## config.mk

```make
export PLATFORM = sky130hd
export DESIGN_NAME = speed_sensor_frontend
export DESIGN_NICKNAME = d
export VERILOG_FILES = /design/src/rtl/speed_sensor_frontend.sv
export SDC_FILE = /design/constraint.sdc
export NUM_CORES = 1
export LEC_CHECK = 0
export ABC_AREA = 1
export CORE_AREA = 2 2 88 98
export DETAILED_ROUTE_END_ITERATION = 8
export DIE_AREA = 0 0 90 100
export PLACE_DENSITY_LB_ADDON = 0.1
export SETUP_SLACK_MARGIN = 0.02
export SYNTH_ARGS = -nofsm -noshare
export SYNTH_HDL_FRONTEND = slang
export SYNTH_SLANG_ARGS = --single-unit
```

## constraint.sdc

```tcl
create_clock -name clk -period 6.4 [get_ports clk]
set_input_delay 1.28 -clock clk [delete_from_list [all_inputs] [get_ports clk]]
set_output_delay 1.28 -clock clk [all_outputs]
set_load 0.02 [all_outputs]
```

## src/rtl/speed_sensor_frontend.sv

```systemverilog
// Tone-wheel front-end: synchronizes and deglitches the wheel and reference pulse inputs,
// counts filtered rising edges per gate window and publishes saturated counts plus a stall flag.
module speed_sensor_frontend #(
    parameter int unsigned GATE_CYCLES     = 1000,
    parameter int unsigned FILTER_LEN      = 3,
    parameter int unsigned TIMEOUT_WINDOWS = 4,
    parameter int unsigned STALL_MIN_VS    = 5
) (
    input  logic       clk,
    input  logic       reset,
    input  logic       enable,
    input  logic       wheel_pulse_in,
    input  logic       vehicle_pulse_in,
    output logic [7:0] wheel_speed,
    output logic [7:0] vehicle_speed,
    output logic       speed_valid,
    output logic       wheel_stall
);

    localparam int unsigned GateW = $clog2(GATE_CYCLES);
    localparam logic [GateW-1:0] GateLast = GateW'(GATE_CYCLES - 1);
    localparam logic [3:0] FiltLen = 4'(FILTER_LEN);
    localparam logic [3:0] TimeoutW = 4'(TIMEOUT_WINDOWS);
    localparam logic [7:0] MinVs = 8'(STALL_MIN_VS);

    // Channel 0 is the wheel, channel 1 the vehicle reference.
    logic [1:0] raw;
    logic [1:0] sync1_q, sync2_q;
    logic [1:0] filt_q, filt_d;
    logic [1:0] rise;
    logic [3:0] stab_q [2];
    logic [3:0] stab_d [2];
    logic [7:0] cnt_q [2];
    logic [7:0] cnt_d [2];
    logic [7:0] cnt_sat [2];

    logic [GateW-1:0] gate_q, gate_d;
    logic [3:0]       stall_cnt_q, stall_cnt_d;
    logic [7:0]       wheel_speed_q, wheel_speed_d;
    logic [7:0]       vehicle_speed_q, vehicle_speed_d;
    logic             valid_q, valid_d;
    logic             stall_q, stall_d;
    logic             term;

    assign raw  = {vehicle_pulse_in, wheel_pulse_in};
    assign term = enable && (gate_q == GateLast);

    always_comb begin
        for (int c = 0; c < 2; c++) begin
            filt_d[c] = filt_q[c];
            stab_d[c] = '0;
            rise[c]   = 1'b0;
            if (sync2_q[c] != filt_q[c]) begin
                if (stab_q[c] + 4'd1 == FiltLen) begin
                    filt_d[c] = sync2_q[c];
                    rise[c]   = sync2_q[c];
                end else begin
                    stab_d[c] = stab_q[c] + 4'd1;
                end
            end
            // Includes this cycle's edge so a terminal-cycle edge lands in the closing window.
            cnt_sat[c] = (cnt_q[c] == 8'hFF) ? 8'hFF : cnt_q[c] + {7'd0, rise[c]};
        end
    end

    always_comb begin
        gate_d          = '0;
        cnt_d[0]        = '0;
        cnt_d[1]        = '0;
        stall_cnt_d     = '0;
        wheel_speed_d   = wheel_speed_q;
        vehicle_speed_d = vehicle_speed_q;
        valid_d         = 1'b0;
        stall_d         = stall_q;
        if (enable) begin
            if (term) begin
                wheel_speed_d   = cnt_sat[0];
                vehicle_speed_d = cnt_sat[1];
                valid_d         = 1'b1;
                if (cnt_sat[0] == 8'd0 && cnt_sat[1] > MinVs) begin
                    stall_cnt_d = (stall_cnt_q >= TimeoutW) ? TimeoutW : stall_cnt_q + 4'd1;
                end
                stall_d = (stall_cnt_d >= TimeoutW);
            end else begin
                gate_d      = gate_q + 1'b1;
                cnt_d[0]    = cnt_sat[0];
                cnt_d[1]    = cnt_sat[1];
                stall_cnt_d = stall_cnt_q;
            end
        end
    end

    always_ff @(posedge clk or posedge reset) begin
        if (reset) begin
            sync1_q         <= '0;
            sync2_q         <= '0;
            filt_q          <= '0;
            stab_q[0]       <= '0;
            stab_q[1]       <= '0;
            cnt_q[0]        <= '0;
            cnt_q[1]        <= '0;
            gate_q          <= '0;
            stall_cnt_q     <= '0;
            wheel_speed_q   <= '0;
            vehicle_speed_q <= '0;
            valid_q         <= 1'b0;
            stall_q         <= 1'b0;
        end else begin
            sync1_q         <= raw;
            sync2_q         <= sync1_q;
            filt_q          <= filt_d;
            stab_q[0]       <= stab_d[0];
            stab_q[1]       <= stab_d[1];
            cnt_q[0]        <= cnt_d[0];
            cnt_q[1]        <= cnt_d[1];
            gate_q          <= gate_d;
            stall_cnt_q     <= stall_cnt_d;
            wheel_speed_q   <= wheel_speed_d;
            vehicle_speed_q <= vehicle_speed_d;
            valid_q         <= valid_d;
            stall_q         <= stall_d;
        end
    end

    assign wheel_speed   = wheel_speed_q;
    assign vehicle_speed = vehicle_speed_q;
    assign speed_valid   = valid_q;
    assign wheel_stall   = stall_q;

endmodule

```

; Word-level counts from Yosys, hierarchy flattened
; Index checks and enable logic that the tools add are counted.
[word_totals]
regBits = 62
wordCells = 59
[op_classes]
reduce_logical = 6
n_addsub = 6
magnitude_cmp = 3
n_eq_ne = 8
muxes = 22
[ops]
columns = operator, count
row1 = $mux W4, 10
row2 = $mux W16, 2
row3 = $mux W10, 2
row4 = $add A8 B1 Y8, 2
row5 = $eq A8 B8 Y1 const B, 2
row6 = $mux W8, 2
row7 = $add A4 B1 Y4 const B, 3
row8 = $add A10 B1 Y10 const B, 1
row9 = $eq A10 B10 Y1 const B, 1
row10 = $eq A4 B2 Y1 const B, 2
row11 = $ge A4 B3 Y1 const B, 2
row12 = $gt A8 B3 Y1 const B, 1
row13 = $logic_not A8 Y1, 1
row14 = $mux W1, 6
row15 = $reduce_and A2 Y1, 3
row16 = $logic_and A1 B1 Y1, 2
row17 = $ne A1 B1 Y1, 2
row18 = $ne A2 B1 Y1 const B, 1

; Depth between registers and ports, before layout
; Gate-level depths: netlist of run 1.
[logic_depth]
depth_word = 13
ltp_mapped = 18
depth_no_buf = 18

; Worst setup path after synthesis of run 1
; No wires, ideal clock.
[synth_timing]
kind = register -> register
startpoint = register stab_q[4] (netlist bit)
endpoint = register stall_cnt_q[0]
t_required_ps = 6283
setup_time_ps = 117
synth_period_minus_slack_ps = 2396
stages_incl_launch_ff = 18
arrival_ps = 2278
slack_ps = 4004
path_cell_list = dfrtp_1 ha_1 xor2_1 inv_1 nand2_1 nor2_1 nand2_1 nor2_1 ha_1 ha_1 nand3_1 or2_2 nand3_1 nor2_1 nand2_1 nor2_4 nand3_1 nand2_1
[synth_between]
elab_chain_len = 13
[synth_lines]
columns = item, line
row1 = "start, declared", 31  ; logic [3:0] stab_q [2];
row2 = $add A4 B1 Y4, 54  ; if (stab_q[c] + 4'd1 == FiltLen) begin
row3 = $eq A4 B2 Y1, 54
row4 = $mux W1, 54
row5 = $mux W1, 53  ; if (sync2_q[c] != filt_q[c]) begin
row6 = $add A8 B1 Y8, 62  ; cnt_sat[c] = (cnt_q[c] == 8'hFF) ? 8'hFF : cnt_q[c] + {7'd0, rise[c]};
row7 = $mux W8, 62
row8 = $logic_not A8 Y1, 80  ; if (cnt_sat[0] == 8'd0 && cnt_sat[1] > MinVs) begin
row9 = $logic_and A1 B1 Y1, 80
row10 = $mux W4, 80
row11 = $mux W4, 76  ; if (term) begin
row12 = $mux W4, 75  ; if (enable) begin
row13 = $mux W4, 76
row14 = $mux W4, 75
row15 = "end signal, assigned", 117  ; stall_cnt_q <= stall_cnt_d;
row16 = "end, declared", 38  ; logic [3:0] stall_cnt_q, stall_cnt_d;
; No other way between the ends. The select of a mux whose other input is x is not followed.
; A chain may end at the register's enable or synchronous reset.

; Worst setup path after layout of run 1
; Ends and elaborated chain as after synthesis.

==> impl_metrics.xml, run 1 <==
<?xml version="1.0" encoding="UTF-8"?>
<metrics>
  <group name="timing">
    <metric name="post-route-period-util" unit="">0.4185</metric>
    <metric name="timing.clock.skew" unit="ps">7.006</metric>
    <metric name="timing_hold_violations_final" unit="">0</metric>
    <metric name="timing_max_transition_violations_final" unit="">0</metric>
    <metric name="grt_setup_unrepaired" unit="">false</metric>
    <metric name="tns" unit="ps">0</metric>
    <metric name="transition_time_at_the_pin_with_the_least_slew_margin" unit="ps">783.3</metric>
    <metric name="achievable-frequency" unit="GHz">0.3733</metric>
    <metric name="min_period" unit="ps">2678</metric>
    <metric name="max_slew_margin" unit="">0.4778</metric>
    <metric name="final-setup-viol-count" unit="">0</metric>
  </group>
  <group name="critical_path">
    <metric name="required" unit="ps">6630</metric>
    <metric name="ff2ff_setup_slack" unit="ps">3720</metric>
    <metric name="worstSetupEndpointType" unit="">register</metric>
    <metric name="crit_path_max_fanout" unit="">4</metric>
    <metric name="setup.worst_path.start_class" unit="">register</metric>
    <metric name="timing.critical_path.arrival" unit="ps">2900</metric>
    <metric name="critical_setup_path_kind" unit="">reg2reg</metric>
  </group>
  <group name="clock_tree">
    <metric name="ctsHtreeMaxLevel" unit="">3</metric>
    <metric name="cts.root.buffer_cell" unit="">clkbuf_8</metric>
    <metric name="cts_setup_buffers" unit="">0</metric>
    <metric name="post_cts.resized_instances" unit="">0</metric>
    <metric name="clock_pin_slew_of_the_registers_on_the_worst_case_setup_and_hold_paths" unit="ps">70</metric>
    <metric name="cts.sinks" unit="">62</metric>
    <metric name="clock_path_buffers" unit="">2</metric>
    <metric name="cts_tree" unit="">built</metric>
    <metric name="cts_inserted_buffers" unit="">9</metric>
    <metric name="cts_hold_buf" unit="">0</metric>
    <metric name="clk_latency" unit="ps">340</metric>
  </group>
  <group name="min_path">
    <metric name="min-delay-path-class" unit="">reg2reg</metric>
  </group>
  <group name="die">
    <metric name="core.rowCount" unit="">35</metric>
    <metric name="floorplan.die.height" unit="um">100</metric>
    <metric name="io_pins" unit="">23</metric>
    <metric name="die_width" unit="um">90</metric>
    <metric name="fp.dieArea" unit="um^2">9000</metric>
    <metric name="core-area" unit="um^2">8145</metric>
    <metric name="initial_utilization" unit="">0.3637</metric>
  </group>
  <group name="power">
    <metric name="power_per_cell_area" unit="nW/um^2">237.9</metric>
    <metric name="combinationalPowerShare" unit="">0.102</metric>
    <metric name="clock_network_power_share" unit="">0.369</metric>
    <metric name="p_leak" unit="nW">1.695</metric>
    <metric name="internal_power" unit="uW">607.1</metric>
    <metric name="vdd.ir_drop.worst" unit="mV">0.09384</metric>
    <metric name="seq_power_share" unit="">0.530</metric>
    <metric name="design_power_total" unit="uW">821.1</metric>
    <metric name="power_switching_share" unit="">0.2606</metric>
    <metric name="net_switching_power" unit="uW">214.0</metric>
  </group>
  <group name="synth">
    <metric name="synthFlopType" unit="">dfrtp_1</metric>
    <metric name="synth_seq_area_share" unit="">0.5236</metric>
    <metric name="ys_top_cells_by_area" unit="">dfrtp_1, nand2_1, nor2_1</metric>
    <metric name="most_numerous_cell_types_in_the_synthesized_netlist" unit="">nand2_1, dfrtp_1, nor2_1</metric>
    <metric name="number_of_synthesized_flops_with_an_enable_pin" unit="">0</metric>
    <metric name="ys_ff_latch" unit="">62</metric>
    <metric name="yosys_warnings" unit="">0</metric>
    <metric name="synthesis.area" unit="um^2">2963</metric>
    <metric name="netlist.area_leader.share" unit="">0.5236</metric>
    <metric name="number_of_different_library_cells_in_the_post_synthesis_netlist" unit="">29</metric>
    <metric name="postSynthAreaPerCell" unit="um^2">8.740</metric>
    <metric name="syn-instance-count" unit="">339</metric>
    <metric name="synth_top_area_cell" unit="">dfrtp_1</metric>
    <metric name="synthesis.nets" unit="">354</metric>
    <metric name="post-synth-top-count-cell" unit="">nand2_1</metric>
    <metric name="ys_async_sr_fraction" unit="">1.000</metric>
  </group>
  <group name="global_route">
    <metric name="met3_usage" unit="">0.03003</metric>
    <metric name="grt_pass1_wl" unit="mm">9.853</metric>
    <metric name="grt_util_all_layers" unit="">0.1393</metric>
    <metric name="vias_in_the_first_global_route" unit="">2160</metric>
    <metric name="overflow" unit="">0</metric>
    <metric name="use_met2" unit="">0.2111</metric>
    <metric name="maximum_number_of_pins_on_one_net_before_global_route_repair" unit="">63</metric>
    <metric name="grt_antenna_before_repair" unit="">0</metric>
    <metric name="grt_util_met1" unit="">0.1839</metric>
    <metric name="gr-max-usage-layer" unit="">met2</metric>
  </group>
  <group name="detailed_routing">
    <metric name="post_drt_wl_per_cell" unit="um">11.41</metric>
    <metric name="post-route-drc-count" unit="">0</metric>
    <metric name="number_of_antenna_violating_nets_in_the_routed_design" unit="">0</metric>
    <metric name="wirelength" unit="mm">5.509</metric>
    <metric name="dr.pass1.iters" unit="">4</metric>
    <metric name="vias_per_cell" unit="">4.501</metric>
    <metric name="vias" unit="">2174</metric>
    <metric name="first_iter_violations" unit="">71</metric>
  </group>
  <group name="run_status">
    <metric name="outcome" unit="">finished clean</metric>
  </group>
  <group name="final_layout">
    <metric name="syn2layout_area_growth" unit="%">16.47</metric>
    <metric name="layout-drive-gt1-share" unit="">0.1075</metric>
    <metric name="fill_cells" unit="">862</metric>
    <metric name="design.final.nets" unit="">383</metric>
    <metric name="antenna_diode_count" unit="">0</metric>
    <metric name="layout.core_utilization" unit="">0.4237</metric>
  </group>
  <group name="place">
    <metric name="post-dp-hpwl" unit="mm">3.829</metric>
    <metric name="io_buffer_count" unit="">22</metric>
    <metric name="last_weighted_congestion_value_of_the_routability_driven_placer" unit="">0.7828</metric>
  </group>
  <group name="job">
    <metric name="count_of_max_cap_constraint_violations" unit="">0</metric>
  </group>
</metrics>
==> path summary, 6_finish.rpt <==
path                            startpoint             end  depth (start not counted)
worst max-delay path             stab_q[4]  stall_cnt_q[0]                         17
worst min-delay path            sync1_q[1]      sync2_q[1]                          0
worst max register to register   stab_q[4]  stall_cnt_q[0]                         17
worst min register to register  sync1_q[1]      sync2_q[1]                          0
max in group asynchronous            reset      sync2_q[1]                          3
min in group asynchronous            reset       stab_q[6]                          3
==> logic make-up (layout without fill, tap and decap cells) <==
| group | Yosys count | count (layout) | share of synthesized area |
|---|---|---|---|
| adder cells (fa/ha/maj) | 10 | 10 | 0.04223 |
| buffers and inverters | 47 | 80 | 0.07052 |
| AO/OA/AOI/OAI | 30 | 30 | 0.05237 |
| AND/OR/NAND/NOR | 181 | 181 | 0.2846 |
| XOR/XNOR | 9 | 9 | 0.02661 |
| flip-flops | 62 | 62 | 0.5236 |
==> registers in the layout, indices dropped and copies added, names as in the netlist <==
name,cells
sync1_q,2
wheel_speed,8
wheel_stall,1
cnt_q,16
vehicle_speed,8
filt_q,2
gate_q,10
stall_cnt_q,4
speed_valid,1
sync2_q,2
stab_q,8
==> worst max-delay path, stage by stage (launching register included) <==
cell and delay (ps):
dfrtp_1 410, ha_1 210, xor2_1 150, inv_1 70, nand2_1 60, nor2_1 180
nand2_1 100, nor2_1 130, ha_1 180, ha_1 250, nand3_1 110, or2_2 280
nand3_1 80, nor2_1 50, nand2_1 110, nor2_4 50, nand3_1 60, nand2_1 60
==> power groups by stage <==
stage	clock [mW]	combinational, mW	sequential (mW)
6_report	0.303	0.0834	0.435
3_3_place_gp	0	0.0851	0.441
4_1_cts	0.316	0.0856	0.435
3_5_place_dp	0	0.0858	0.442
5_1_grt	0.330	0.0993	0.439
2_1_floorplan	0	0.0676	0.438
==> cells in the final DEF, fill, tap and decap left out, drive strengths merged, types with 6 or more instances in the layout <==
| cell | Yosys | layout |
|---|---|---|
| nand2 | 81 | 81 |
| dfrtp | 62 | 62 |
| nor2 | 54 | 54 |
| inv | 41 | 41 |
| nand3 | 28 | 28 |
| clkdlybuf4s50 | 0 | 22 |
| o21ai | 21 | 21 |
| clkbuf | 0 | 14 |
| nor3 | 12 | 12 |
| ha | 10 | 10 |
| a21oi | 7 | 7 |
| xnor2 | 6 | 6 |
==> final cells by class <==
type                       instances  area (um^2)  share of cell area
timing repair buffer              23        227.7             0.06599
sequential                        62         1551              0.4496
tap                              111        138.9             0.04025
inverter                          42        162.7             0.04714
clock inverter                     1        5.005            0.001450
multi-input combinational        230         1202              0.3484
clock buffer                      14        162.7             0.04714
==> routing by layer <==
metal | wire, um | vias to the layer above
met1 | 2795 | 1013
met4 | 93 | 0
met5 | 0 | -
met3 | 176 | 8
met2 | 2444 | 25
li1 | - | 1128
==> stage by stage <==
| step | instance area, um^2 | setup slack, ps | hold slack [ps] | cells |
|---|---|---|---|---|
| 2_1_floorplan | 2963 | 3579 | 331.2 | 339 |
| 3_5_place_dp | 3283 | 3493 | 335.6 | 468 |
| 4_1_cts | 3451 | 3671 | 350.2 | 483 |
| 6_report | 3451 | 3722 | 346.9 | 483 |
| 3_3_place_gp | 3283 | 3563 | 336.5 | 468 |
| 5_1_grt | 3451 | 3436 | 357.6 | 483 |
No activity file was read; power rests on OpenSTA's default activity.
==> inputs of run 2 (changes only) <==
Clock period 6.4 ns to 2.34 ns, I/O delays scaled along.
==> run 2 against run 1 <==
  * The flow now finishes with violations (setup timing)
  * Setup slack got worse by 3800 ps
  * Clock skew is essentially flat
  * Cell area is 15% higher
  * Clock power grew to 3.2 times the previous value
  * First-iteration DRC count increased by 7.0%
  * Highest routed layer unchanged
==> impl_metrics.xml, run 2 (synthesized netlist as in run 1, its figures left out) <==
<?xml version="1.0" encoding="UTF-8"?>
<metrics>
  <group name="run_status">
    <metric name="outcome" unit="">finished with violations</metric>
    <metric name="failed_checks" unit="">setup timing</metric>
  </group>
  <group name="timing">
    <metric name="achievable-frequency" unit="GHz">0.4148</metric>
    <metric name="holdWs" unit="ps">351.3</metric>
    <metric name="timing.clock.skew" unit="ps">7.125</metric>
    <metric name="max_slew_margin" unit="">0.6829</metric>
    <metric name="tns" unit="ps">-293.8</metric>
    <metric name="timing_hold_violations_final" unit="">0</metric>
    <metric name="min_period" unit="ps">2411</metric>
    <metric name="grt_setup_unrepaired" unit="">true</metric>
    <metric name="final-setup-viol-count" unit="">7</metric>
    <metric name="finalWorstSetupSlack" unit="ps">-70.76</metric>
    <metric name="timing_max_transition_violations_final" unit="">0</metric>
    <metric name="post-route-period-util" unit="">1.030</metric>
    <metric name="transition_time_at_the_pin_with_the_least_slew_margin" unit="ps">475.0</metric>
  </group>
  <group name="detailed_routing">
    <metric name="first_iter_violations" unit="">76</metric>
    <metric name="vias" unit="">2401</metric>
    <metric name="dr.pass1.iters" unit="">4</metric>
    <metric name="wirelength" unit="mm">6.595</metric>
    <metric name="vias_per_cell" unit="">4.573</metric>
    <metric name="post_drt_wl_per_cell" unit="um">12.56</metric>
    <metric name="number_of_antenna_violating_nets_in_the_routed_design" unit="">0</metric>
    <metric name="post-route-drc-count" unit="">0</metric>
  </group>
  <group name="job">
    <metric name="count_of_max_cap_constraint_violations" unit="">0</metric>
  </group>
  <group name="die">
    <metric name="io_pins" unit="">23</metric>
    <metric name="die_width" unit="um">90</metric>
    <metric name="core.rowCount" unit="">35</metric>
    <metric name="fp.dieArea" unit="um^2">9000</metric>
    <metric name="initial_utilization" unit="">0.3637</metric>
    <metric name="core-area" unit="um^2">8145</metric>
    <metric name="floorplan.die.height" unit="um">100</metric>
  </group>
  <group name="critical_path">
    <metric name="critical_path.cell_chain" unit="">ha_2, xor2_1, inv_1, nand2_2, nor2_4, nand2_2, nor2_1, ha_2, ha_4, buf_6, nand2_2, nand2_2, nand3_2, nor2_2, nand2_2, nor2_4, nand3_2, nand2_1</metric>
    <metric name="worst_path_max_delay_cell" unit="">dfrtp_1</metric>
    <metric name="setup.worst_path.start_class" unit="">register</metric>
    <metric name="worstSetupEndpointType" unit="">register</metric>
    <metric name="crit-reg2reg-capture" unit="">wheel_stall</metric>
    <metric name="timing.rr.start" unit="">stab_q[5]</metric>
    <metric name="crit_path_max_fanout" unit="">3</metric>
    <metric name="cp_slowest_stage_delay" unit="ps">390</metric>
    <metric name="timing.critical_path.arrival" unit="ps">2690</metric>
    <metric name="cpMostUsedCell" unit="">nand2_2</metric>
    <metric name="required" unit="ps">2620</metric>
    <metric name="cells_on_worst_reg2reg_path" unit="">18</metric>
    <metric name="setup.worst_path.end" unit="">wheel_stall</metric>
    <metric name="worst_setup_path_startpoint" unit="">stab_q[5]</metric>
    <metric name="ff2ff_setup_slack" unit="ps">-70</metric>
    <metric name="critical_setup_path_kind" unit="">reg2reg</metric>
  </group>
  <group name="power">
    <metric name="power_per_cell_area" unit="nW/um^2">668.4</metric>
    <metric name="p_leak" unit="nW">1.929</metric>
    <metric name="vdd.ir_drop.worst" unit="mV">0.2857</metric>
    <metric name="design_power_total" unit="mW">2.655</metric>
  </group>
  <group name="clock_tree">
    <metric name="cts_tree" unit="">built</metric>
    <metric name="cts_hold_buf" unit="">0</metric>
    <metric name="cts.sinks" unit="">62</metric>
    <metric name="cts.root.buffer_cell" unit="">clkbuf_8</metric>
    <metric name="cts_inserted_buffers" unit="">9</metric>
    <metric name="clk_latency" unit="ps">330</metric>
    <metric name="clock_pin_slew_of_the_registers_on_the_worst_case_setup_and_hold_paths" unit="ps">70</metric>
    <metric name="clock_path_buffers" unit="">2</metric>
    <metric name="ctsHtreeMaxLevel" unit="">3</metric>
  </group>
  <group name="global_route">
    <metric name="grt_antenna_before_repair" unit="">0</metric>
    <metric name="grt_pass1_wl" unit="mm">11.61</metric>
    <metric name="overflow" unit="">0</metric>
    <metric name="grt_util_all_layers" unit="">0.1624</metric>
    <metric name="maximum_number_of_pins_on_one_net_before_global_route_repair" unit="">27</metric>
    <metric name="vias_in_the_first_global_route" unit="">2529</metric>
  </group>
  <group name="min_path">
    <metric name="min-delay-path-class" unit="">reg2reg</metric>
  </group>
  <group name="final_layout">
    <metric name="design.final.nets" unit="">424</metric>
    <metric name="antenna_diode_count" unit="">0</metric>
    <metric name="fill_cells" unit="">781</metric>
    <metric name="area_of_all_placed_cells_without_fillers" unit="um^2">3973</metric>
    <metric name="multi_input_comb_area" unit="um^2">1356</metric>
    <metric name="mostFrequentLayoutCell" unit="">nand2_1</metric>
    <metric name="layout-drive-gt1-share" unit="">0.2874</metric>
    <metric name="number_of_flip_flops_in_the_largest_register" unit="">16</metric>
    <metric name="syn2layout_area_growth" unit="%">34.08</metric>
    <metric name="layout.area.seq" unit="um^2">1551</metric>
    <metric name="top_register" unit="">cnt_q</metric>
    <metric name="highest_count_cells_in_the_layout_ignoring_fill_and_taps" unit="">nand2_1, dfrtp_1, nor2_1, buf_4, inv_1</metric>
    <metric name="top_regs" unit="">cnt_q x16, gate_q x10</metric>
  </group>
  <group name="place">
    <metric name="post-dp-hpwl" unit="mm">4.448</metric>
    <metric name="placed_cell_area" unit="um^2">3441</metric>
    <metric name="dp_slack" unit="ps">-125.8</metric>
    <metric name="io_buffer_count" unit="">22</metric>
    <metric name="last_weighted_congestion_value_of_the_routability_driven_placer" unit="">0.8776</metric>
  </group>
</metrics>
## run 2: changes by cell type in the layout (fill, tap and decap cells not counted), moves of 3 or more
cell / before / now
buf_4: 1 / 38
buf_6: 0 / 3
ha_1: 10 / 5
ha_2: 0 / 3
inv_1: 38 / 33
inv_2: 3 / 7
nand2_1: 74 / 67
nand2_2: 6 / 13
nand3_1: 23 / 16
nand3_2: 5 / 11
nor2_1: 48 / 42
nor2_2: 4 / 8
## run 2: final cells by class
cell class                      count  share of cell area
Inverter                           42             0.04157
Timing Repair Buffer               64              0.1408
Clock buffer                       13             0.04000
Tap cell                          111             0.03496
Sequential cell                    62              0.3906
Clock inverter                      3             0.01071
Multi-Input combinational cell    230              0.3414
## run 2: repair_timing
action,CTS,global route
pin swaps,8,23
setup buffers,22,3
gates resized for setup,18,26
setup endpoints to repair,4,18
## run 2: per-layer routing
layer / global-route usage / routed length (um) / vias to the layer above
met4: 0.06391 / 127 / 0
met1: 0.1919 / 2921 / 1145
li1: - / - / 1212
met5: 0 / 0 / -
met2: 0.2874 / 3387 / 31
met3: 0.03904 / 159 / 13
## run 2: critical path, delay by kind of cell (launching register included)
kind	cells	cell delay [ps]
simple gates	12	1030
xor+xnor	1	150
fa+ha+maj	3	610
buf+inv	2	190
flops	1	390
## run 2: through the flow
| stage | instances | util |
|---|---|---|
| 2_1_floorplan | 339 | - |
| 3_3_place_gp | 485 | 0.4224 |
| 3_5_place_dp | 485 | 0.4224 |
| 4_1_cts | 523 | 0.4740 |
| 5_1_grt | 525 | 0.4877 |
| 6_report | 525 | 0.4877 |
## run 2: worst min path at each step
stage | from | endpoint | slack [ps] | depth (start not counted)
after floorplan | sync1_q[0] | sync2_q[0] | 330 | 0
after global placement | sync1_q[0] | sync2_q[0] | 340 | 0
after detailed placement | sync1_q[0] | sync2_q[0] | 340 | 0
after CTS | sync1_q[0] | sync2_q[0] | 350 | 0
after global routing | sync1_q[1] | sync2_q[1] | 370 | 0
final | sync1_q[0] | sync2_q[0] | 350 | 0
## run 2: power breakdown
| part | internal [mW] | switching, mW |
|---|---|---|
| logic | 0.271 | 0.220 |
| clock network | 0.550 | 0.425 |
| registers | 1.14 | 0.0523 |
| total | 1.96 | 0.698 |
==> inputs of run 3 (changes only) <==
Settings changed: CORE_AREA 2 2 88 98 to 2 2 91 102, DIE_AREA 0 0 90 100 to 0 0 93 104.
==> run 3 against run 2 <==
  * The run still ends with setup timing left
  * Non-clock buffer count shrank 3
  * Global-route usage fell by 1.6 points
  * Register-to-register slack got worse by 100 ps
  * Hold slack gained 8.3 ps
==> impl_metrics.xml, run 3 (synthesized netlist as in run 1, its figures left out) <==
<?xml version="1.0" encoding="UTF-8"?>
<metrics>
  <group name="job">
    <metric name="count_of_max_cap_constraint_violations" unit="">0</metric>
  </group>
  <group name="power">
    <metric name="power_per_cell_area" unit="nW/um^2">654.6</metric>
    <metric name="clock_network_power_share" unit="">0.347</metric>
    <metric name="internal_power" unit="mW">1.872</metric>
    <metric name="vdd.ir_drop.worst" unit="mV">0.2677</metric>
    <metric name="p_leak" unit="nW">1.897</metric>
    <metric name="power_switching_share" unit="">0.2670</metric>
    <metric name="seq_power_share" unit="">0.466</metric>
    <metric name="net_switching_power" unit="uW">682.1</metric>
    <metric name="design_power_total" unit="mW">2.555</metric>
    <metric name="combinationalPowerShare" unit="">0.187</metric>
  </group>
  <group name="final_layout">
    <metric name="highest_count_cells_in_the_layout_ignoring_fill_and_taps" unit="">nand2_1, dfrtp_1, nor2_1, buf_4, inv_1</metric>
    <metric name="number_of_flip_flops_in_the_largest_register" unit="">16</metric>
    <metric name="mostFrequentLayoutCell" unit="">nand2_1</metric>
    <metric name="top_regs" unit="">cnt_q x16, gate_q x10</metric>
    <metric name="design.final.nets" unit="">421</metric>
    <metric name="instances_no_fill" unit="">525</metric>
    <metric name="syn2layout_area_growth" unit="%">31.71</metric>
    <metric name="top_register" unit="">cnt_q</metric>
    <metric name="multi_input_comb_area" unit="um^2">1320</metric>
    <metric name="fill_cells" unit="">887</metric>
    <metric name="area_of_all_placed_cells_without_fillers" unit="um^2">3902</metric>
    <metric name="layout.area.seq" unit="um^2">1551</metric>
    <metric name="layout-drive-gt1-share" unit="">0.2603</metric>
    <metric name="antenna_diode_count" unit="">0</metric>
  </group>
  <group name="critical_path">
    <metric name="worst_path_max_delay_cell" unit="">dfrtp_1</metric>
    <metric name="timing.rr.start" unit="">stab_q[4]</metric>
    <metric name="worst_setup_path_startpoint" unit="">stab_q[4]</metric>
    <metric name="setup.worst_path.end" unit="">stab_q[6]</metric>
    <metric name="timing.critical_path.arrival" unit="ps">2790</metric>
    <metric name="crit_path_max_fanout" unit="">2</metric>
    <metric name="required" unit="ps">2610</metric>
    <metric name="worstSetupEndpointType" unit="">register</metric>
    <metric name="setup.worst_path.start_class" unit="">register</metric>
    <metric name="cp_num_buf_inv" unit="">14</metric>
    <metric name="cp_slowest_stage_delay" unit="ps">380</metric>
    <metric name="cpMostUsedCell" unit="">buf_4</metric>
    <metric name="critical_path.top_delay_family" unit="">buffers and inverters</metric>
    <metric name="ff2ff_setup_slack" unit="ps">-170</metric>
    <metric name="worst-path-stages" unit="">17</metric>
    <metric name="critical_path.cell_chain" unit="">ha_2, xor2_1, inv_1, buf_4, buf_6, buf_4, buf_4, buf_4, buf_4, buf_4, buf_4, buf_4, buf_4, buf_4, buf_4, buf_4, nor2_2</metric>
    <metric name="crit-reg2reg-capture" unit="">stab_q[6]</metric>
    <metric name="critical_setup_path_kind" unit="">reg2reg</metric>
    <metric name="cells_on_worst_reg2reg_path" unit="">17</metric>
  </group>
  <group name="timing">
    <metric name="min_period" unit="ps">2513</metric>
    <metric name="achievable-frequency" unit="GHz">0.3979</metric>
    <metric name="timing_hold_violations_final" unit="">0</metric>
    <metric name="grt_setup_unrepaired" unit="">true</metric>
    <metric name="finalWorstSetupSlack" unit="ps">-173.1</metric>
    <metric name="timing.clock.skew" unit="ps">4.130</metric>
    <metric name="transition_time_at_the_pin_with_the_least_slew_margin" unit="ps">430.9</metric>
    <metric name="final-setup-viol-count" unit="">7</metric>
    <metric name="timing_max_transition_violations_final" unit="">0</metric>
    <metric name="max_slew_margin" unit="">0.7117</metric>
    <metric name="tns" unit="ps">-350.7</metric>
    <metric name="post-route-period-util" unit="">1.074</metric>
  </group>
  <group name="detailed_routing">
    <metric name="number_of_antenna_violating_nets_in_the_routed_design" unit="">0</metric>
    <metric name="post-route-drc-count" unit="">0</metric>
    <metric name="post_drt_wl_per_cell" unit="um">12.11</metric>
    <metric name="vias" unit="">2313</metric>
    <metric name="first_iter_violations" unit="">66</metric>
    <metric name="wirelength" unit="mm">6.360</metric>
    <metric name="dr.pass1.iters" unit="">4</metric>
    <metric name="vias_per_cell" unit="">4.406</metric>
  </group>
  <group name="die">
    <metric name="die_width" unit="um">93</metric>
    <metric name="fp.dieArea" unit="um^2">9672</metric>
    <metric name="floorplan.die.height" unit="um">104</metric>
    <metric name="initial_utilization" unit="">0.3426</metric>
    <metric name="core-area" unit="um^2">8648</metric>
    <metric name="io_pins" unit="">23</metric>
    <metric name="core.rowCount" unit="">36</metric>
  </group>
  <group name="clock_tree">
    <metric name="clock_path_buffers" unit="">2</metric>
    <metric name="cts_tree" unit="">built</metric>
    <metric name="cts_hold_buf" unit="">0</metric>
    <metric name="ctsHtreeMaxLevel" unit="">3</metric>
    <metric name="cts_inserted_buffers" unit="">9</metric>
    <metric name="cts.sinks" unit="">62</metric>
    <metric name="clk_latency" unit="ps">340</metric>
    <metric name="clock_pin_slew_of_the_registers_on_the_worst_case_setup_and_hold_paths" unit="ps">70</metric>
    <metric name="cts.root.buffer_cell" unit="">clkbuf_8</metric>
  </group>
  <group name="global_route">
    <metric name="grt_pass1_wl" unit="mm">11.21</metric>
    <metric name="vias_in_the_first_global_route" unit="">2422</metric>
    <metric name="maximum_number_of_pins_on_one_net_before_global_route_repair" unit="">63</metric>
    <metric name="overflow" unit="">0</metric>
    <metric name="grt_antenna_before_repair" unit="">0</metric>
    <metric name="grt_util_all_layers" unit="">0.1460</metric>
  </group>
  <group name="run_status">
    <metric name="failed_checks" unit="">setup timing</metric>
    <metric name="outcome" unit="">finished with violations</metric>
  </group>
  <group name="place">
    <metric name="post-dp-hpwl" unit="mm">4.320</metric>
    <metric name="last_weighted_congestion_value_of_the_routability_driven_placer" unit="">0.8223</metric>
    <metric name="io_buffer_count" unit="">22</metric>
    <metric name="placedCellCount" unit="">489</metric>
    <metric name="placed_cell_area" unit="um^2">3452</metric>
  </group>
  <group name="min_path">
    <metric name="min-delay-path-class" unit="">reg2reg</metric>
    <metric name="min-delay-start" unit="">sync1_q[0]</metric>
  </group>
</metrics>
## run 3: metrics by stage
stage,worst slack [ps],hold slack (ps),util
floorplan,47.63,331.2,-
global placement,-105.2,342.5,0.3992
detailed placement,-112.2,343.3,0.3992
CTS,-11.39,362.3,0.4405
global route,-260.7,379.7,0.4512
finish,-173.1,359.5,0.4512
## run 3: repair_timing
item / in CTS / in global routing
buffers inserted: 16 / 5
pin swaps: 10 / 18
resized for setup: 14 / 18
endpoints found under the setup margin: 5 / 22
## run 3: metal layers
metal / share of wire / vias up / track usage
met5: 0 / - / 0
met4: 0.025 / 0 / 0.07038
met3: 0.027 / 12 / 0.02609
met2: 0.48 / 32 / 0.2334
met1: 0.47 / 1063 / 0.1899
li1: - / 1206 / -
## run 3: cell type report
| cell class | instances | share of cell area |
|---|---|---|
| flip-flops and latches | 62 | 0.3976 |
| clock buffers | 13 | 0.04328 |
| clock inverters | 3 | 0.004489 |
| repair buffers | 61 | 0.1375 |
| well taps | 114 | 0.03655 |
| inverters | 42 | 0.04232 |
| multi-input cells | 230 | 0.3383 |
## run 3: worst register-to-register path, cell delays in order (launching register included)
cell and delay (ps):
dfrtp_1 380, ha_2 180, xor2_1 180, inv_1 100
buf_4 150, buf_6 100, buf_4 120, buf_4 120
buf_4 110, buf_4 120, buf_4 120, buf_4 120
buf_4 120, buf_4 120, buf_4 120, buf_4 120
buf_4 120, nor2_2 60
## run 3: worst min path at each step
stage | to | slack (ps) | cells after the start
3_3_place_gp | sync2_q[1] | 340 | 0
5_1_grt | sync2_q[1] | 380 | 0
4_1_cts | sync2_q[0] | 360 | 0
3_5_place_dp | sync2_q[1] | 340 | 0
2_1_floorplan | sync2_q[0] | 330 | 0
6_report | sync2_q[0] | 360 | 0
## run 3: power groups by stage
stage / clock, mW / sequential, mW / combinational [mW]
global route: 0.974 / 1.20 / 0.537
global placement: 0 / 1.21 / 0.303
floorplan: 0 / 1.20 / 0.187
CTS: 0.924 / 1.19 / 0.439
finish: 0.885 / 1.19 / 0.478
detailed placement: 0 / 1.21 / 0.305
